--- config.mk ---
export PLATFORM = sky130hd
export DESIGN_NAME = iterative_shift_unit
export DESIGN_NICKNAME = d
export VERILOG_FILES = /design/src/rtl/alu_pkg.sv /design/src/rtl/iterative_shift_unit_shift_step.sv /design/src/rtl/iterative_shift_unit.sv
export SDC_FILE = /design/constraint.sdc
export NUM_CORES = 1
export LEC_CHECK = 0
export ABC_CLOCK_PERIOD_IN_PS = 4700
export BUFFER_PORTS_ARGS = -buffer_cell sky130_fd_sc_hd__buf_2
export CORE_UTILIZATION = 50
export CTS_CLUSTER_SIZE = 16
export DETAILED_ROUTE_END_ITERATION = 12
export PLACE_DENSITY = 0.77
export SLEW_MARGIN = 20
export SYNTH_ARGS = -nofsm -noshare
export SYNTH_HDL_FRONTEND = slang
export SYNTH_SLANG_ARGS = --single-unit
export TNS_END_PERCENT = 50
--- constraint.sdc ---
create_clock -name clock -period 4.7 [get_ports clock]
set_input_delay 0.47 -clock clock [delete_from_list [all_inputs] [get_ports clock]]
set_output_delay 0.47 -clock clock [all_outputs]
set_load 0.01 [all_outputs]
--- src/rtl/alu_pkg.sv ---
// ----------------------------------------------------------------------------
// alu_pkg : shared types for the datapath ALU (shift op codes, FSM states)
// Revision: 1.0
// ----------------------------------------------------------------------------
`default_nettype none

package alu_pkg;

    localparam int DEFAULT_WIDTH = 32;

    typedef enum logic [2:0] {
        SHL  = 3'd0,
        SHR  = 3'd1,
        SHRA = 3'd2,
        ROL  = 3'd3,
        ROR  = 3'd4
    } shift_op_t;

    typedef enum logic [0:0] {
        ST_IDLE  = 1'b0,
        ST_SHIFT = 1'b1
    } shift_state_t;

    function automatic logic is_legal_op(input logic [2:0] op);
        return (op <= 3'd4);
    endfunction

endpackage

`default_nettype wire

--- src/rtl/iterative_shift_unit_shift_step.sv ---
// ----------------------------------------------------------------------------
// shift_step : one combinational shift/rotate step of 1..STEP positions
// Revision: 1.0
// ----------------------------------------------------------------------------
`default_nettype none

module shift_step
    import alu_pkg::*;
#(
    parameter int WIDTH = DEFAULT_WIDTH,
    parameter int STEP  = 1,
    parameter int SW    = $clog2(STEP + 1)
) (
    input  logic [WIDTH-1:0] acc,
    input  logic [2:0]       op,
    input  logic [SW-1:0]    s,
    output logic [WIDTH-1:0] acc_next
);

    // s never exceeds WIDTH/2, so the complementary rotate shift stays in range
    always_comb begin
        acc_next = acc;
        case (shift_op_t'(op))
            SHL:     acc_next = acc << s;
            SHR:     acc_next = acc >> s;
            SHRA:    acc_next = $unsigned($signed(acc) >>> s);
            ROL:     acc_next = (acc << s) | (acc >> (WIDTH - int'(s)));
            ROR:     acc_next = (acc >> s) | (acc << (WIDTH - int'(s)));
            default: acc_next = acc;
        endcase
    end

endmodule

`default_nettype wire

--- src/rtl/iterative_shift_unit.sv ---
// ----------------------------------------------------------------------------
// iterative_shift_unit : multi-cycle shift/rotate with start/busy/done handshake
// Revision: 1.0
// ----------------------------------------------------------------------------
`default_nettype none

module iterative_shift_unit
    import alu_pkg::*;
#(
    parameter int WIDTH = DEFAULT_WIDTH,
    parameter int STEP  = 1,
    parameter int CNT_W = $clog2(WIDTH)
) (
    input  logic             clock,
    input  logic             clear,
    input  logic             start,
    input  logic             flush,
    input  logic [2:0]       op,
    input  logic [WIDTH-1:0] a,
    input  logic [WIDTH-1:0] b,
    output logic             busy,
    output logic             done,
    output logic [WIDTH-1:0] result
);

    localparam int               SW         = $clog2(STEP + 1);
    localparam logic [CNT_W-1:0] C_STEP_CNT = CNT_W'(STEP);

    shift_state_t     r_state;
    shift_state_t     w_state_next;
    logic [WIDTH-1:0] r_acc, w_acc_next, w_step_acc;
    logic [WIDTH-1:0] r_result, w_result_next;
    logic [2:0]       r_op, w_op_next;
    logic [CNT_W-1:0] r_rem, w_rem_next, w_amt;
    logic [SW-1:0]    w_s;
    logic             r_busy, r_done, w_busy_next, w_done_next;
    logic             w_unused_b;

    // Only the low bits of b matter; larger amounts wrap modulo WIDTH
    assign w_amt      = b[CNT_W-1:0];
    assign w_unused_b = ^b[WIDTH-1:CNT_W];
    assign w_s        = (r_rem >= C_STEP_CNT) ? SW'(STEP) : SW'(r_rem);

    shift_step #(
        .WIDTH (WIDTH),
        .STEP  (STEP),
        .SW    (SW)
    ) u_shift_step (
        .acc      (r_acc),
        .op       (r_op),
        .s        (w_s),
        .acc_next (w_step_acc)
    );

    always_ff @(posedge clock or negedge clear) begin
        if (!clear) r_state <= ST_IDLE;
        else        r_state <= w_state_next;
    end

    always_comb begin
        w_state_next = r_state;
        if (flush) begin
            w_state_next = ST_IDLE;
        end else begin
            case (r_state)
                ST_IDLE:  if (start) w_state_next = ST_SHIFT;
                ST_SHIFT: if (r_rem == '0) w_state_next = ST_IDLE;
                default:  w_state_next = ST_IDLE;
            endcase
        end
    end

    always_comb begin
        w_acc_next    = r_acc;
        w_op_next     = r_op;
        w_rem_next    = r_rem;
        w_result_next = r_result;
        w_done_next   = 1'b0;
        w_busy_next   = (w_state_next == ST_SHIFT);
        if (!flush) begin
            case (r_state)
                ST_IDLE: begin
                    if (start) begin
                        w_acc_next = a;
                        w_op_next  = op;
                        // Illegal codes finish immediately as a pass-through
                        w_rem_next = is_legal_op(op) ? w_amt : '0;
                    end
                end
                ST_SHIFT: begin
                    if (r_rem != '0) begin
                        w_acc_next = w_step_acc;
                        w_rem_next = r_rem - CNT_W'(w_s);
                    end else begin
                        w_result_next = r_acc;
                        w_done_next   = 1'b1;
                    end
                end
                default: ;
            endcase
        end
    end

    always_ff @(posedge clock or negedge clear) begin
        if (!clear) begin
            r_acc    <= '0;
            r_op     <= '0;
            r_rem    <= '0;
            r_result <= '0;
            r_busy   <= 1'b0;
            r_done   <= 1'b0;
        end else begin
            r_acc    <= w_acc_next;
            r_op     <= w_op_next;
            r_rem    <= w_rem_next;
            r_result <= w_result_next;
            r_busy   <= w_busy_next;
            r_done   <= w_done_next;
        end
    end

    assign busy   = r_busy;
    assign done   = r_done;
    assign result = r_result;

endmodule

`default_nettype wire

======== Word level (Yosys, flattened, before mapping) ========
Index checks and enable logic that the tools add are counted.
cells by class
  add/subtract/negate cells ............... 2
  order comparisons ....................... 2
  eq/ne operators ......................... 7
  shift operators ......................... 5
  mux-type cells .......................... 16
  bitwise logic cells ..................... 5
  reductions and logical operators ........ 7
operators with widths
  operator                                                               number
  32-bit one-hot mux with 5 select lines                                 1
  32-bit two-way mux                                                     2
  32-bit OR                                                              2
  32-bit one-hot mux with 2 select lines                                 1
  32-bit by 1-bit << shifter with 32-bit output                          1
  32-bit by 32-bit << shifter with 32-bit output                         1
  32-bit by 1-bit >> shifter with 32-bit output                          1
  32-bit by 32-bit >> shifter with 32-bit output                         1
  32-bit by 1-bit >>> shifter with 32-bit output                         1
  5-bit two-way mux                                                      3
  5-bit one-hot mux with 2 select lines                                  1
  3-bit AND reduction                                                    3
  1-bit two-way mux                                                      7
  6-bit by 1-bit subtractor with 7-bit output, first input constant      1
  3-bit by 2-bit equality test with 1-bit output, second input constant  2
  6-bit by 1-bit != test with 1-bit output, second input constant        1
  5-bit by 1-bit >= comparator with 1-bit output, second input constant  1
  5-bit zero test                                                        1
  5-bit nonzero test                                                     1
  5-bit by 1-bit subtractor with 5-bit output                            1
  4-bit AND reduction                                                    1
  3-bit by 1-bit equality test with 1-bit output, second input constant  1
  3-bit equality test, second input constant                             1
  3-bit less-or-equal comparator, second input constant                  1
  other kinds (5)                                                        7
storage, ports and cells
  register bits ........................... 74
  input port bits ......................... 71
  output and inout bits ................... 34
  logic and storage cells ................. 50

======== Depth between registers and ports, before layout ========
Gate-level depths: netlist of run 1.
  word-level depth ........................ 8
  gate-level depth with buffers ........... 8
  depth with buffers taken out ............ 8

======== Hierarchy ========
From an unflattened synthesis of run 1, not the netlist that was laid out.
second synthesis, totals
  cells, all modules ...................... 429
  area total of the unflattened synthesis .. 4,956.0 um2
modules (own cells, without submodules)
  module                instances  cells each  area each (um2)  sequential area each (um2)
  iterative_shift_unit  1          218         3,497.1          1,851.8
  shift_step            1          211         1,458.9          0.0

======== Worst setup path after synthesis of run 1 ========
OpenSTA, ideal clock, no wires.
  path kind ............................... register to register
  from .................................... register r_rem[0]
  to ...................................... register r_rem[4]
  library setup time ...................... 94 ps
  arrival ................................. 1,800 ps
  slack ................................... 2,806 ps
  stages on the path, launching flop included .. 9
  buffers on the path ..................... 0
  cells stage by stage .................... dfrtp_1 > nor4_4 > and2_1 > nor2_1 > ha_1 > nor3b_1 > nor2_1 > a21oi_1 > a211oi_1
on the way
  word-level cells in the longest chain between the ends .. 5
  elaborated cells between the ends (all ways) .. 8
  those cells by class .................... add/sub: 1; order compare: 1; eq/ne: 1; mux: 3; reduce/logical: 2
ends and longest elaborated chain
  element                                         line                         RTL
  start, declared                                 iterative_shift_unit.sv:34   logic [CNT_W-1:0] r_rem, w_rem_next, w_amt;
  start signal, assigned                          iterative_shift_unit.sv:115  r_rem <= w_rem_next;
  5-bit by 1-bit >= comparator with 1-bit output  iterative_shift_unit.sv:42   assign w_s = (r_rem >= C_STEP_CNT) ? SW'(STEP) : SW'(r_rem);
  1-bit two-way mux                               iterative_shift_unit.sv:42
  5-bit by 1-bit subtractor with 5-bit output     iterative_shift_unit.sv:93   w_rem_next = r_rem - CNT_W'(w_s);
  5-bit two-way mux                               iterative_shift_unit.sv:91   if (r_rem != '0) begin
  5-bit one-hot mux with 2 select lines           iterative_shift_unit.sv:81   case (r_state)
Parallel ways exist; a longest one is shown, timed or not. The select of a mux whose other input is x is not followed.
A chain may end at the register's enable or synchronous reset.

==> results of run 1 <==
==> cells in the mapped netlist (2+ instances only) <==
library cell	n	share of area
nor2b_1	2	0.0034
a21oi_1	8	0.011
nor3b_1	3	0.0061
and3_1	2	0.0034
mux2i_1	19	0.052
dfrtp_1	74	0.50
o21a_1	2	0.0041
o21ai_0	9	0.012
clkbuf_1	7	0.0071
xor2_1	2	0.0047
mux2_2	35	0.11
nor3_1	19	0.026
buf_2	9	0.012
o22ai_1	12	0.020
nand2b_1	2	0.0034
a31oi_1	15	0.025
inv_1	3	0.0030
buf_6	6	0.018
nand2_1	34	0.035
nand3_1	4	0.0054
buf_4	2	0.0041
nor2_1	30	0.030
a211oi_1	19	0.039
==> metal layers <==
metal  share of wire  track usage
met1            0.48        0.312
met2            0.45        0.342
met3           0.057       0.0575
met4           0.012       0.0760
met5               0            0
==> state kept, by name (all words and copies together) (netlist names) <==
signal	flops
busy	1
done	1
r_acc	32
r_op	3
r_rem	5
result	32
==> critical path: cells and delay by family (launching register included) <==
| family | cells | cell delay (ns) |
|---|---|---|
| flops | 1 | 0.59 |
| buf+inv | 1 | 0.42 |
| mux | 1 | 0.44 |
| simple gates | 2 | 0.93 |
==> placed cells by master, fill, tap and decap left out, drive strengths merged, types with 2 or more instances in the layout <==
master,netlist,final
o211ai,2,2
buf,18,79
nor2b,2,2
and3,2,2
mux2i,19,19
a21oi,8,8
clkinvlp,0,2
xor2,2,2
nand3,5,5
a211oi,19,19
o21a,2,2
o22ai,12,12
dfrtp,74,74
inv,3,3
o21ai,9,9
clkbuf,7,12
nor2,31,31
nor3b,3,3
mux2,35,35
nand2,34,34
a31oi,16,16
nor3,19,19
nand2b,2,2
==> final timing paths <==
path                            start          to  cells after the start
setup / recovery                 busy  result[30]                      4
min in group clock              op[0]     r_op[0]                      2
max in group asynchronous       clear    r_acc[4]                      1
hold / removal                  clear   r_acc[24]                      1
setup reg to reg                 busy  result[30]                      4
hold reg to reg            result[17]  result[17]                      1
==> through the flow <==
stage / setup WS [ns] / area [um2] / std cells
after floorplan: 2.81 / 3690 / 340
after global placement: 2.19 / 4050 / 490
after detailed placement: 2.10 / 4050 / 490
after CTS: 2.07 / 4260 / 506
after global routing: 2.04 / 4260 / 506
final: 2.18 / 4260 / 506
==> cell families after synthesis <==
family	after synthesis
fa+ha+maj	1
buf+inv	28
xor+xnor	3
simple gates	104
compound gates	76
mux	54
flops	74
==> power by group through the flow <==
stage	registers (uW)	logic, uW	clock network [uW]
6_report	1110	829	515
5_1_grt	1150	920	550
2_1_floorplan	1130	542	0
3_5_place_dp	1120	833	0
4_1_cts	1110	835	523
3_3_place_gp	1110	801	0
==> final cells by class <==
cell class | instances | area, um2
Clock inverter | 4 | 50.0
Multi-Input combinational cell | 238 | 1670
Sequential cell | 74 | 1850
Clock buffer | 12 | 155
Tap cell | 96 | 120
Fill cell | 588 | 2690
Inverter | 3 | 11.3
Timing Repair Buffer | 79 | 403
==> impl_metrics.env, run 1 <==
export IMPL_portBuffers=77
export IMPL_ys_types=45
export IMPL_viasPerCell=5.65
export IMPL_max_slew_margin=0.367
export IMPL_cap_violations=0
export IMPL_die_x_um=87.9
export IMPL_cp_cell_sequence="buf_4 -> nand3_4 -> nor2_4 -> mux2_2"
export IMPL_hp_class="in -> async"
export IMPL_slowest_delay_ns=0.75
export IMPL_swShare=0.359
export IMPL_power_uw=2460
export IMPL_fin_crit_ns=2.52
export IMPL_skew_ns=0.00332
export IMPL_numCtsBuffers=9
export IMPL_post_route_period_util=0.535
export IMPL_antenna_left=0
export IMPL_cts_hold_buf=0
export IMPL_async_flop_share=1.00
export IMPL_worstMarginPinSlew_ns=0.947
export IMPL_r2r_slack_ns=2.18
export IMPL_syn_inst=340
export IMPL_fp_dieH_um=87.9
export IMPL_path_max_fanout=33
export IMPL_synth_xor_area_share=0.00712
export IMPL_p_comb_frac=0.338
export IMPL_first_pass_iters=4
export IMPL_outcome="complete, no violations"
export IMPL_drt_iter0_drc=182
export IMPL_ys_seq_area_frac=0.502
export IMPL_fmax_ghz=0.398
export IMPL_dp_hpwl_um=5310
export IMPL_num_vias=2861
export IMPL_cts_root_buffer="clkbuf_8"
export IMPL_rsz0062_at_grt="no"
export IMPL_core_um2=6940
export IMPL_area_delta_synth_final_pct=15.3
export IMPL_nets=477
export IMPL_grt_pass1_wl_um=13200
export IMPL_drc=0
export IMPL_synth_top_family_by_area="multiplexers"
export IMPL_mappedNetlistNets=412
export IMPL_cp_slowest_cell="nor2_4"
export IMPL_final_max_slew_viol_count=0
export IMPL_required_ns=4.93
export IMPL_clk_latency_ns=0.35
export IMPL_clk_pin_slew_worst_paths_ns=0.08
export IMPL_antenna_found_initial=0
export IMPL_htreeDepth=3
export IMPL_finalSetupTns_ns=0
export IMPL_seqPwrFrac=0.453
export IMPL_gp_congestion=0.799
export IMPL_die_area_um2=7730
export IMPL_ctsResizeCount=0
export IMPL_fin_util=0.613
export IMPL_synth_compound_area_frac=0.145
export IMPL_arrival_ns=2.75
export IMPL_synth_simple_area_share=0.136
export IMPL_ys_ff_latch=74
export IMPL_synthMuxAreaShare=0.158
export IMPL_clkSinkCount=74
export IMPL_power_leakage_uw=0.00198
export IMPL_global_route_overflow_total=0
export IMPL_synth_fa_ha_area_frac=0.00339
export IMPL_critPathCaptureType="flip-flop"
export IMPL_whs_ns=0.258
export IMPL_yosys_warnings=0
export IMPL_p_int_uw=1570
export IMPL_wl_um=8060
export IMPL_syn_avg_cell_area_um2=10.9
export IMPL_clk_path_buf_depth=2
export IMPL_powerDensity_nw_per_um2=577
export IMPL_grt_max_degree=75
export IMPL_avgRoutedWirePerCell_um=15.9
export IMPL_worstSetupStartpointType="flip-flop"
export IMPL_ir_worst_vdd_mv=0.280
export IMPL_synthFlopType="dfrtp_1"
export IMPL_clock_power_share=0.210
export IMPL_final_hold_viol_count=0
export IMPL_track_usage=0.224
export IMPL_synth_edf_count=0
export IMPL_cts_tree="done"
export IMPL_timing_worst_setup_path_type="reg -> reg"
export IMPL_initial_utilization=0.532
export IMPL_grt_pass1_vias=2694
export IMPL_insertedDiodeCount=0
export IMPL_post_cts_setup_buffers=0
export IMPL_io_pins=105
export IMPL_syn_area_um2=3690
export IMPL_drive_gt1_frac=0.341
export IMPL_setup_viol=0
export IMPL_p_sw_uw=882
export IMPL_row_count=30
(Power assumes the default switching activity.)
==> run 2: changes to the inputs <==
--- a/config.mk
+++ b/config.mk
@@ -5,12 +5,12 @@
 export SDC_FILE = /design/constraint.sdc
 export NUM_CORES = 1
 export LEC_CHECK = 0
-export ABC_CLOCK_PERIOD_IN_PS = 4700
+export ABC_CLOCK_PERIOD_IN_PS = 2230
 export BUFFER_PORTS_ARGS = -buffer_cell sky130_fd_sc_hd__buf_2
-export CORE_UTILIZATION = 50
+export CORE_UTILIZATION = 47
 export CTS_CLUSTER_SIZE = 16
 export DETAILED_ROUTE_END_ITERATION = 12
-export PLACE_DENSITY = 0.77
+export PLACE_DENSITY = 0.76
 export SLEW_MARGIN = 20
 export SYNTH_ARGS = -nofsm -noshare
 export SYNTH_HDL_FRONTEND = slang
==> constraint.sdc (replaced) <==
create_clock -name clock -period 2.23 [get_ports clock]
set_input_delay 0.223 -clock clock [delete_from_list [all_inputs] [get_ports clock]]
set_output_delay 0.223 -clock clock [all_outputs]
set_load 0.01 [all_outputs]
==> impl_metrics.env, run 2 (synthesis gave the netlist of run 1 again) <==
export IMPL_final_max_slew_viol_count=0
export IMPL_htreeDepth=3
export IMPL_first_pass_iters=4
export IMPL_regArea_um2=1850
export IMPL_antenna_found_initial=0
export IMPL_dp_hpwl_um=5530
export IMPL_worstSetupStartpointType="flip-flop"
export IMPL_critPathCaptureType="flip-flop"
export IMPL_cts_tree="done"
export IMPL_die_x_um=90.6
export IMPL_finalSetupTns_ns=0
export IMPL_powerDensity_nw_per_um2=1170
export IMPL_cap_violations=0
export IMPL_worstMarginPinSlew_ns=0.923
export IMPL_arrival_ns=2.27
export IMPL_power_leakage_uw=0.00202
export IMPL_grt_max_degree=75
export IMPL_grt_pass1_wl_um=14000
export IMPL_ctsResizeCount=0
export IMPL_clk_pin_slew_worst_paths_ns=0.08
export IMPL_timing_worst_setup_path_type="reg -> reg"
export IMPL_numCtsBuffers=9
export IMPL_fill_cells=662
export IMPL_cp_slowest_cell="and3_1"
export IMPL_drt_iter0_drc=144
export IMPL_area_delta_synth_final_pct=16.8
export IMPL_final_cell_mix="76 x buf_2, 74 x dfrtp_1, 35 x mux2_2"
export IMPL_num_vias=2918
export IMPL_slowest_delay_ns=0.56
export IMPL_cts_hold_buf=0
export IMPL_row_count=31
export IMPL_io_pins=105
export IMPL_insertedDiodeCount=0
export IMPL_fp_dieH_um=90.6
export IMPL_cp_cell_sequence="or2_4 -> a31oi_4 -> and3_1 -> buf_4 -> a31oi_1"
export IMPL_required_ns=2.46
export IMPL_antenna_left=0
export IMPL_crit_family="simple AND/OR/NAND/NOR gates"
export IMPL_viasPerCell=5.60
export IMPL_fmax_ghz=0.491
export IMPL_final_common_cell="buf_2"
export IMPL_final_hold_viol_count=0
export IMPL_cts_root_buffer="clkbuf_8"
export IMPL_ir_worst_vdd_mv=0.665
export IMPL_track_usage=0.211
export IMPL_rsz0062_at_grt="no"
export IMPL_gp_congestion=0.793
export IMPL_path_max_fanout=13
export IMPL_hp_class="in -> async"
export IMPL_post_cts_setup_buffers=0
export IMPL_clk_latency_ns=0.35
export IMPL_max_slew_margin=0.385
export IMPL_die_area_um2=8210
export IMPL_final_cells=521
export IMPL_avgRoutedWirePerCell_um=15.4
export IMPL_wl_um=8020
export IMPL_setup_viol=0
export IMPL_post_route_period_util=0.914
export IMPL_portBuffers=77
export IMPL_drive_gt1_frac=0.358
export IMPL_grt_pass1_vias=2865
export IMPL_global_route_overflow_total=0
export IMPL_dp_cells=505
export IMPL_nets=489
export IMPL_multi_input_area_um2=1660
export IMPL_initial_utilization=0.498
export IMPL_drc=0
export IMPL_clkSinkCount=74
export IMPL_outcome="complete, no violations"
export IMPL_fin_crit_ns=2.04
export IMPL_core_um2=7410
export IMPL_crit_buf_inv=1
export IMPL_clk_path_buf_depth=2
export IMPL_skew_ns=0.0113
run 2: worst paths after layout:
kind                             from    endpoint  slack, ns  cells past startpoint
setup / recovery              r_op[0]   r_acc[22]       0.19                      5
hold / removal                  clear  result[24]       0.02                      1
setup reg to reg              r_op[0]   r_acc[22]       0.19                      5
hold reg to reg            result[17]  result[17]       0.50                      1
max in group asynchronous       clear  result[12]       1.63                      1
min in group clock              op[0]     r_op[0]       0.12                      2
run 2: metal layers:
layer  GRT usage  vias to the layer above  share of wire
met2       0.326                       95           0.46
li1            -                     1397              -
met1       0.293                     1417           0.47
met5           0                        -              0
met4      0.0632                        0          0.011
met3      0.0522                        9          0.058
run 2: power breakdown:
part           switching (uW)  internal [uW]  total [uW]
Combinational             887            900        1790
Sequential                470           1870        2340
Clock                     515            406         921
run 2: area by class of cell:
type	instances	area share
Clock buffer	10	0.0296
Clock inverter	6	0.00986
Inverter	3	0.00261
Multi-Input combinational cell	238	0.386
Sequential cell	74	0.429
Tap cell	99	0.0287
Timing Repair Buffer	91	0.114
run 2: metrics by stage:
step	cell area [um2]	utilization	setup WS (ns)	power (uW)	hold slack [ns]
after floorplan	3690	-	0.336	3510	-0.0726
final	4310	0.582	0.193	5050	0.0176
after global placement	4140	0.559	0.243	4080	0.422
after global routing	4310	0.582	0.0195	5390	0.108
after CTS	4310	0.582	0.189	5090	0.0399
after detailed placement	4140	0.559	0.204	4170	0.424
